## src/rtl/cpu_bus_pkg.sv

```systemverilog
// ============================================================================
// Module : cpu_bus_pkg
// Brief  : Shared encodings for the CPU-side memory bus masters: arbiter
//          state codes, port-owner codes, default abort limit and a helper
//          that sizes the abort counter.
// Rev    : 1.0  initial release
// ============================================================================
`default_nettype none

package cpu_bus_pkg;

  // Arbiter state encoding
  localparam logic [1:0] IDLE = 2'd0;
  localparam logic [1:0] BUSY = 2'd1;
  localparam logic [1:0] RESP = 2'd2;

  // Owner of the memory port
  localparam logic OWN_IF = 1'b0;
  localparam logic OWN_D  = 1'b1;

  // Cycles a transaction may wait in BUSY before it is aborted
  localparam int DEFAULT_TIMEOUT = 15;

  // Counter width able to hold values up to 'limit'; at least one bit
  function automatic int ctr_width(input int limit);
    if (limit < 2) begin
      return 1;
    end
    return $clog2(limit + 1);
  endfunction

endpackage

`default_nettype wire

```

## src/rtl/bus_timeout_ctr.sv

```systemverilog
// ============================================================================
// Module : bus_timeout_ctr
// Brief  : Wait-cycle counter for a bus master. Counts while enabled, clears
//          on request, and flags the cycle in which the count of enabled
//          cycles reaches 'limit'. A limit of zero never expires.
// Rev    : 1.0  initial release
// ============================================================================
`default_nettype none

module bus_timeout_ctr #(
  parameter int W = 4
) (
  input  logic         clk,
  input  logic         rst,
  input  logic         clear,
  input  logic         enable,
  input  logic [W-1:0] limit,
  output logic         expired
);

  localparam logic [W-1:0] ONE = W'(1);

  logic [W-1:0] cnt_q;
  logic [W-1:0] cnt_d;

  // Next count: clear wins, otherwise advance while enabled
  always_comb begin
    cnt_d = cnt_q;
    if (clear) begin
      cnt_d = '0;
    end else if (enable) begin
      cnt_d = cnt_q + ONE;
    end
  end

  // Count register
  always_ff @(posedge clk) begin
    if (rst) begin
      cnt_q <= '0;
    end else begin
      cnt_q <= cnt_d;
    end
  end

  // The current enabled cycle is the limit-th one when cnt_q == limit-1
  assign expired = enable && !clear && (limit != '0) && ((cnt_q + ONE) == limit);

endmodule

`default_nettype wire

```

## src/rtl/mem_port_arbiter.sv

```systemverilog
// ============================================================================
// Module : mem_port_arbiter
// Brief  : Shares one synchronous memory port between the instruction-fetch
//          requester (IF) and the load/store requester (D). Each transaction
//          runs IDLE (arbitrate, grant) -> BUSY (hold request until ack or
//          abort) -> RESP (one-cycle valid pulse to the owner).
// Rev    : 1.0  initial release
// ============================================================================
`default_nettype none

module mem_port_arbiter
  import cpu_bus_pkg::*;
#(
  parameter int ADDR_W  = 32,
  parameter int DATA_W  = 32,
  parameter int TIMEOUT = DEFAULT_TIMEOUT
) (
  input  logic              clk,
  input  logic              rst,
  // Instruction fetch requester
  input  logic              if_req,
  input  logic [ADDR_W-1:0] if_addr,
  output logic              if_gnt,
  output logic [DATA_W-1:0] if_rdata,
  output logic              if_valid,
  output logic              if_err,
  // Data load/store requester
  input  logic              d_req,
  input  logic              d_we,
  input  logic [ADDR_W-1:0] d_addr,
  input  logic [DATA_W-1:0] d_wdata,
  input  logic [3:0]        d_be,
  output logic              d_gnt,
  output logic [DATA_W-1:0] d_rdata,
  output logic              d_valid,
  output logic              d_err,
  // Memory port
  output logic              mem_req,
  output logic              mem_we,
  output logic [ADDR_W-1:0] mem_addr,
  output logic [DATA_W-1:0] mem_wdata,
  output logic [3:0]        mem_be,
  input  logic              mem_ack,
  input  logic [DATA_W-1:0] mem_rdata
);

  localparam int           CW    = ctr_width(TIMEOUT);
  localparam logic [CW-1:0] LIMIT = CW'(TIMEOUT);

  logic [1:0]        state_q, state_d;
  logic              owner_q, owner_d;
  logic              last_owner_q, last_owner_d;
  logic              mem_req_q, mem_req_d;
  logic              mem_we_q, mem_we_d;
  logic [ADDR_W-1:0] mem_addr_q, mem_addr_d;
  logic [DATA_W-1:0] mem_wdata_q, mem_wdata_d;
  logic [3:0]        mem_be_q, mem_be_d;
  logic [DATA_W-1:0] if_rdata_q, if_rdata_d;
  logic [DATA_W-1:0] d_rdata_q, d_rdata_d;
  logic              if_valid_q, if_valid_d;
  logic              if_err_q, if_err_d;
  logic              d_valid_q, d_valid_d;
  logic              d_err_q, d_err_d;

  logic              arb_en;
  logic              gnt_data;
  logic              gnt_fetch;
  logic              ctr_clear;
  logic              ctr_enable;
  logic              expired;

  // Arbitration only in IDLE and never while reset is held, so grants stay
  // low during reset. D wins contention unless it owned the port last time.
  assign arb_en    = (state_q == IDLE) && !rst;
  assign gnt_data  = arb_en && d_req && (!if_req || (last_owner_q == OWN_IF));
  assign gnt_fetch = arb_en && if_req && !gnt_data;

  // Wait counter runs only in BUSY and restarts for every transaction
  assign ctr_clear  = (state_q != BUSY);
  assign ctr_enable = (state_q == BUSY);

  bus_timeout_ctr #(
    .W (CW)
  ) u_timeout (
    .clk     (clk),
    .rst     (rst),
    .clear   (ctr_clear),
    .enable  (ctr_enable),
    .limit   (LIMIT),
    .expired (expired)
  );

  // State register
  always_ff @(posedge clk) begin
    if (rst) begin
      state_q <= IDLE;
    end else begin
      state_q <= state_d;
    end
  end

  // Next-state: grant leaves IDLE, ack or abort leaves BUSY, RESP lasts one cycle
  always_comb begin
    state_d = state_q;
    case (state_q)
      IDLE: begin
        if (gnt_data || gnt_fetch) begin
          state_d = BUSY;
        end
      end
      BUSY: begin
        if (mem_ack || expired) begin
          state_d = RESP;
        end
      end
      RESP:    state_d = IDLE;
      default: state_d = IDLE;
    endcase
  end

  // Outputs and datapath: capture the winner, hold it in BUSY, respond once
  always_comb begin
    mem_req_d    = mem_req_q;
    mem_we_d     = mem_we_q;
    mem_addr_d   = mem_addr_q;
    mem_wdata_d  = mem_wdata_q;
    mem_be_d     = mem_be_q;
    owner_d      = owner_q;
    last_owner_d = last_owner_q;
    if_rdata_d   = if_rdata_q;
    d_rdata_d    = d_rdata_q;
    if_valid_d   = 1'b0;
    if_err_d     = 1'b0;
    d_valid_d    = 1'b0;
    d_err_d      = 1'b0;
    case (state_q)
      IDLE: begin
        if (gnt_data) begin
          mem_req_d    = 1'b1;
          mem_we_d     = d_we;
          mem_addr_d   = d_addr;
          mem_wdata_d  = d_wdata;
          mem_be_d     = d_be;
          owner_d      = OWN_D;
          last_owner_d = OWN_D;
        end else if (gnt_fetch) begin
          // Fetches are always full-word reads
          mem_req_d    = 1'b1;
          mem_we_d     = 1'b0;
          mem_addr_d   = if_addr;
          mem_be_d     = 4'hF;
          owner_d      = OWN_IF;
          last_owner_d = OWN_IF;
        end
      end
      BUSY: begin
        // An ack in the abort cycle still completes the transaction normally
        if (mem_ack) begin
          mem_req_d = 1'b0;
          if (owner_q == OWN_D) begin
            d_rdata_d = mem_we_q ? '0 : mem_rdata;
            d_valid_d = 1'b1;
          end else begin
            if_rdata_d = mem_rdata;
            if_valid_d = 1'b1;
          end
        end else if (expired) begin
          mem_req_d = 1'b0;
          if (owner_q == OWN_D) begin
            d_rdata_d = '0;
            d_valid_d = 1'b1;
            d_err_d   = 1'b1;
          end else begin
            if_rdata_d = '0;
            if_valid_d = 1'b1;
            if_err_d   = 1'b1;
          end
        end
      end
      default: ;
    endcase
  end

  // Datapath registers; reset hands last ownership to IF so D wins first
  always_ff @(posedge clk) begin
    if (rst) begin
      mem_req_q    <= 1'b0;
      mem_we_q     <= 1'b0;
      mem_addr_q   <= '0;
      mem_wdata_q  <= '0;
      mem_be_q     <= 4'h0;
      owner_q      <= OWN_IF;
      last_owner_q <= OWN_IF;
      if_rdata_q   <= '0;
      d_rdata_q    <= '0;
      if_valid_q   <= 1'b0;
      if_err_q     <= 1'b0;
      d_valid_q    <= 1'b0;
      d_err_q      <= 1'b0;
    end else begin
      mem_req_q    <= mem_req_d;
      mem_we_q     <= mem_we_d;
      mem_addr_q   <= mem_addr_d;
      mem_wdata_q  <= mem_wdata_d;
      mem_be_q     <= mem_be_d;
      owner_q      <= owner_d;
      last_owner_q <= last_owner_d;
      if_rdata_q   <= if_rdata_d;
      d_rdata_q    <= d_rdata_d;
      if_valid_q   <= if_valid_d;
      if_err_q     <= if_err_d;
      d_valid_q    <= d_valid_d;
      d_err_q      <= d_err_d;
    end
  end

  assign if_gnt    = gnt_fetch;
  assign d_gnt     = gnt_data;
  assign if_rdata  = if_rdata_q;
  assign if_valid  = if_valid_q;
  assign if_err    = if_err_q;
  assign d_rdata   = d_rdata_q;
  assign d_valid   = d_valid_q;
  assign d_err     = d_err_q;
  assign mem_req   = mem_req_q;
  assign mem_we    = mem_we_q;
  assign mem_addr  = mem_addr_q;
  assign mem_wdata = mem_wdata_q;
  assign mem_be    = mem_be_q;

endmodule

`default_nettype wire

```

## config.mk

```make
export PLATFORM = sky130hd
export DESIGN_NAME = mem_port_arbiter
export DESIGN_NICKNAME = d
export VERILOG_FILES = /design/src/rtl/cpu_bus_pkg.sv /design/src/rtl/bus_timeout_ctr.sv /design/src/rtl/mem_port_arbiter.sv
export SDC_FILE = /design/constraint.sdc
export NUM_CORES = 1
export LEC_CHECK = 0
export BUFFER_PORTS_ARGS = -buffer_cell sky130_fd_sc_hd__buf_2
export CAP_MARGIN = 40
export CORE_MARGIN = 4
export CORE_UTILIZATION = 30
export CTS_BUF_LIST = sky130_fd_sc_hd__clkbuf_8
export DETAILED_ROUTE_END_ITERATION = 8
export SLEW_MARGIN = 15
export SYNTH_ARGS = -nofsm -noshare
export SYNTH_HDL_FRONTEND = slang
export SYNTH_SLANG_ARGS = --single-unit
```

## constraint.sdc

```tcl
create_clock -name clk -period 1.9 [get_ports clk]
set_input_delay 0.19 -clock clk [delete_from_list [all_inputs] [get_ports clk]]
set_output_delay 0.19 -clock clk [all_outputs]
set_load 0.02 [all_outputs]
```

==> flow_metrics.py <==
metrics = {
    "status": {
        "run_status": "finished, final reports clean",
    },
    "drt": {
        "remaining_drc_errors": 0,
        "post_drt_via_cell_ratio": 4.85,
        "dr.pass1.iters": 5,
        "first_iter_violations": 292,
        "total_via_count_after_detailed_routing": 6339,
        "routed_wirelength_mm": 21.1,
        "drt.antenna.violating_nets": 0,
        "avgRoutedWirePerCell_um": 16.2,
    },
    "setup_path": {
        "critPathLaunchType": "flop",
        "cp_top_family": "simple AND/OR/NAND/NOR gates",
        "cp_data_arrival_time_ns": 1.62,
        "setup.worst_path.end_class": "output port",
        "critical_path_peak_fanout": 5,
        "r2r_start": "state_q[0]$_SDFFE_PP0P_",
        "critical_path.slowest_cell": "dfxtp_2",
        "timing.critical_path.slowest_cell_delay_ns": 0.35,
        "worst_ep_required_time_ns": 1.71,
        "reg2reg_setup_slack_ns": 0.14,
        "cp_cell_sequence": "nor3_4 > nand3_4 > buf_12 > and3_1 > buf_2",
        "reg2reg_depth": 8,
        "crit_type": "flop to output port",
        "regToRegEndpoint": "mem_wdata[29]$_SDFFE_PP0P_",
        "cp_num_buf_inv": 2,
    },
    "min_path": {
        "sink_of_the_worst_hold_path": "d_rdata[0]$_SDFFE_PP0P_",
        "holdCritPathClass": "input port to flop",
        "hold_startpoint": "mem_rdata[0]",
        "hold_path_depth": 3,
    },
    "floorplan": {
        "die_area_um2": 20900,
        "die-width_um": 145,
        "initial_utilization": 0.309,
        "die_h_um": 145,
        "num_rows": 49,
        "boundaryPins": 278,
        "core-area_um2": 18100,
    },
    "layout": {
        "num-nets-final": 1205,
        "final_cells": 1307,
        "final_cell_mix": "buf_2, nand2_1, dfxtp_1",
        "final_layout_size_suffix_gt1_frac": 0.322,
        "layout.filler_cells": 1627,
        "mostFrequentLayoutCell": "buf_2",
        "area_delta_synth_final_pct": 63.5,
    },
    "clock_tree": {
        "clockRootBuffer": "clkbuf_8",
        "numCtsBuffers": 17,
        "htreeDepth": 4,
        "cts_tree": "yes",
        "clockBufferDepth": 2,
        "cts.sinks": 145,
        "clk_pin_slew_worst_paths_ns": 0.09,
        "insertion_delay_ns": 0.44,
    },
    "sta": {
        "maxSlewHeadroom": 0.510,
        "report.final.setup_viol": 0,
        "fin_crit_sh": 0.951,
        "rsz0062_at_grt": "yes",
        "timing_worst_slew_pin_value_ns": 0.735,
        "hold-worst-slack_ns": 0.0406,
        "period_minus_slack_ns": 1.81,
        "report.final.hold_viol_count": 0,
        "timing.clock.skew_ns": 0.0113,
        "highest_clock_frequency_the_design_can_meet_ghz": 0.554,
        "pins_over_their_slew_limit": 0,
    },
    "global_routing": {
        "antenna_found_initial": 0,
        "via_count_of_the_first_global_routing_pass": 6233,
        "pin_count_of_the_biggest_net_entering_global_routing": 76,
        "grt_util_all_layers": 0.189,
        "overflow": 0,
        "wire_length_of_the_first_global_routing_pass_mm": 31.6,
    },
    "pwr": {
        "power.internal_uw": 5380,
        "p_total_uw": 7510,
        "cellLeakagePower_uw": 0.00404,
        "p_sw_frac": 0.283,
        "ir_drop_mv": 0.446,
        "switching_power_uw": 2130,
        "sequentialPowerShare": 0.440,
        "power.density_nw_per_um2": 819,
        "combPwrFrac": 0.200,
        "clock_power_share": 0.361,
    },
    "yosys": {
        "ys_seq_area_frac": 0.518,
        "synthesis.instances": 671,
        "netlist-cell-type-count": 35,
        "synth_seq_cells": 145,
        "synthesis.area_um2": 5610,
        "mappedNetlistNets": 811,
        "yosysWarningCount": 0,
        "post_synth.cell_area_avg_um2": 8.36,
    },
    "placement": {
        "detailedPlacementHpwl_mm": 12.3,
        "gpl.final_weighted_congestion": 0.779,
        "place.detailed.instances": 1134,
        "io_buffer_count": 277,
    },
    "flow_run": {
        "maxCapViolCount": 0,
    },
}
## registers in the layout, summed over array words and instances, names as in the netlist
signal           count
mem_req              1
d_rdata             32
mem_wdata           32
mem_addr            32
mem_be               4
d_valid              1
if_rdata            32
mem_we               1
state_q              2
d_err                1
if_err               1
if_valid             1
last_owner_q         1
u_timeout.cnt_q      4
## cell type report
class / count / area, um^2 / share of cell area
multi-input combinational: 464 / 2450 / 0.267
tap: 229 / 287 / 0.0312
sequential: 145 / 2910 / 0.317
clock inverter: 12 / 183 / 0.0199
clock buffer: 19 / 262 / 0.0285
antenna: 1 / 2.50 / 0.000273
timing repair buffer: 433 / 3070 / 0.335
inverter: 4 / 16.3 / 0.00177
## worst min-delay path, stage by stage
cell	delay, ns
buf_2	0.11
nand2_1	0.08
o21ai_0	0.07
## cell families (layout without fill, tap and decap cells)
family                   after synthesis  in the layout  share of synthesized area
other                                  0              1                          0
flip-flops                           145            145                      0.518
buffers and inverters                 62            468                     0.0553
AO/OA/AOI/OAI                        172            172                      0.200
AND/OR/NAND/NOR                      288            288                      0.219
XOR/XNOR                               2              2                    0.00312
adder cells (fa/ha/maj)                2              2                    0.00446
## stage by stage
step	util	area (um^2)	setup TNS [ns]	setup slack [ns]
detailed placement	0.398	7220	0	0.144
CTS	0.500	9060	0	0.00509
finish	0.505	9170	0	0.0936
floorplan	-	5610	0	0.310
global route	0.505	9170	-0.0326	-0.0222
global placement	0.398	7220	0	0.214
## cell usage after synthesis (all sizes together)
cell    count  share of area
a211oi      2         0.0036
a21oi      65          0.058
a22oi       1         0.0013
a311oi     64           0.10
a31oi       1         0.0011
and2        1         0.0011
and2b       1         0.0013
and3        1         0.0011
buf        27          0.032
clkbuf     31          0.021
dfxtp     145           0.52
ha          2         0.0045
inv         4         0.0027
nand2     193           0.13
nand2b     33          0.037
nand3       3         0.0027
nand3b      1         0.0013
nor2       45          0.030
nor2b       3         0.0033
nor3        2         0.0027
nor3b       3         0.0060
nor4        1         0.0022
o21ai      35          0.032
o22ai       4         0.0045
or4         1         0.0013
xor2        2         0.0031
## worst max-delay path by stage
| stage | from | slack, ns | cells after the start | end |
|---|---|---|---|---|
| final | state_q[0]$_SDFFE_PP0P_ | 0.09 | 5 | if_gnt |
| after global routing | state_q[0]$_SDFFE_PP0P_ | -0.02 | 5 | if_gnt |
| after CTS | state_q[0]$_SDFFE_PP0P_ | 0.005 | 5 | if_gnt |
| after detailed placement | state_q[1]$_SDFFE_PP0P_ | 0.14 | 6 | mem_addr[28]$_SDFFE_PP0P_ |
| after global placement | state_q[1]$_SDFFE_PP0P_ | 0.21 | 6 | mem_addr[28]$_SDFFE_PP0P_ |
| after floorplan | u_timeout.cnt_q[0]$_SDFFE_PP0N_ | 0.31 | 6 | d_rdata[10]$_SDFFE_PP0P_ |
## metal layers
| metal | share of wire | track usage | up-vias | routed length (um) |
|---|---|---|---|---|
| met5 | 0 | 0 | - | 0 |
| met4 | 0.024 | 0.0795 | 0 | 513 |
| met3 | 0.099 | 0.0723 | 43 | 2080 |
| met2 | 0.47 | 0.311 | 329 | 10000 |
| met1 | 0.40 | 0.221 | 2876 | 8500 |
| li1 | - | - | 3091 | - |
## what timing repair did
item	in CTS	in global routing
endpoints found under the setup margin	2	6
setup buffers	4	4
hold buffers	129	0
pin swaps	2	2
hold endpoints to repair	114	0
gates cloned	2	2
resized for setup	3	4
## power by group through the flow
| stage | registers [uW] | logic, uW | clock network (uW) |
|---|---|---|---|
| global route | 3320 | 1620 | 2910 |
| detailed placement | 3370 | 1170 | 0 |
| global placement | 3370 | 1170 | 0 |
| CTS | 3300 | 1420 | 2800 |
| floorplan | 3550 | 507 | 0 |
| finish | 3300 | 1500 | 2710 |
Note: power is estimated with default switching activity, not from simulation.
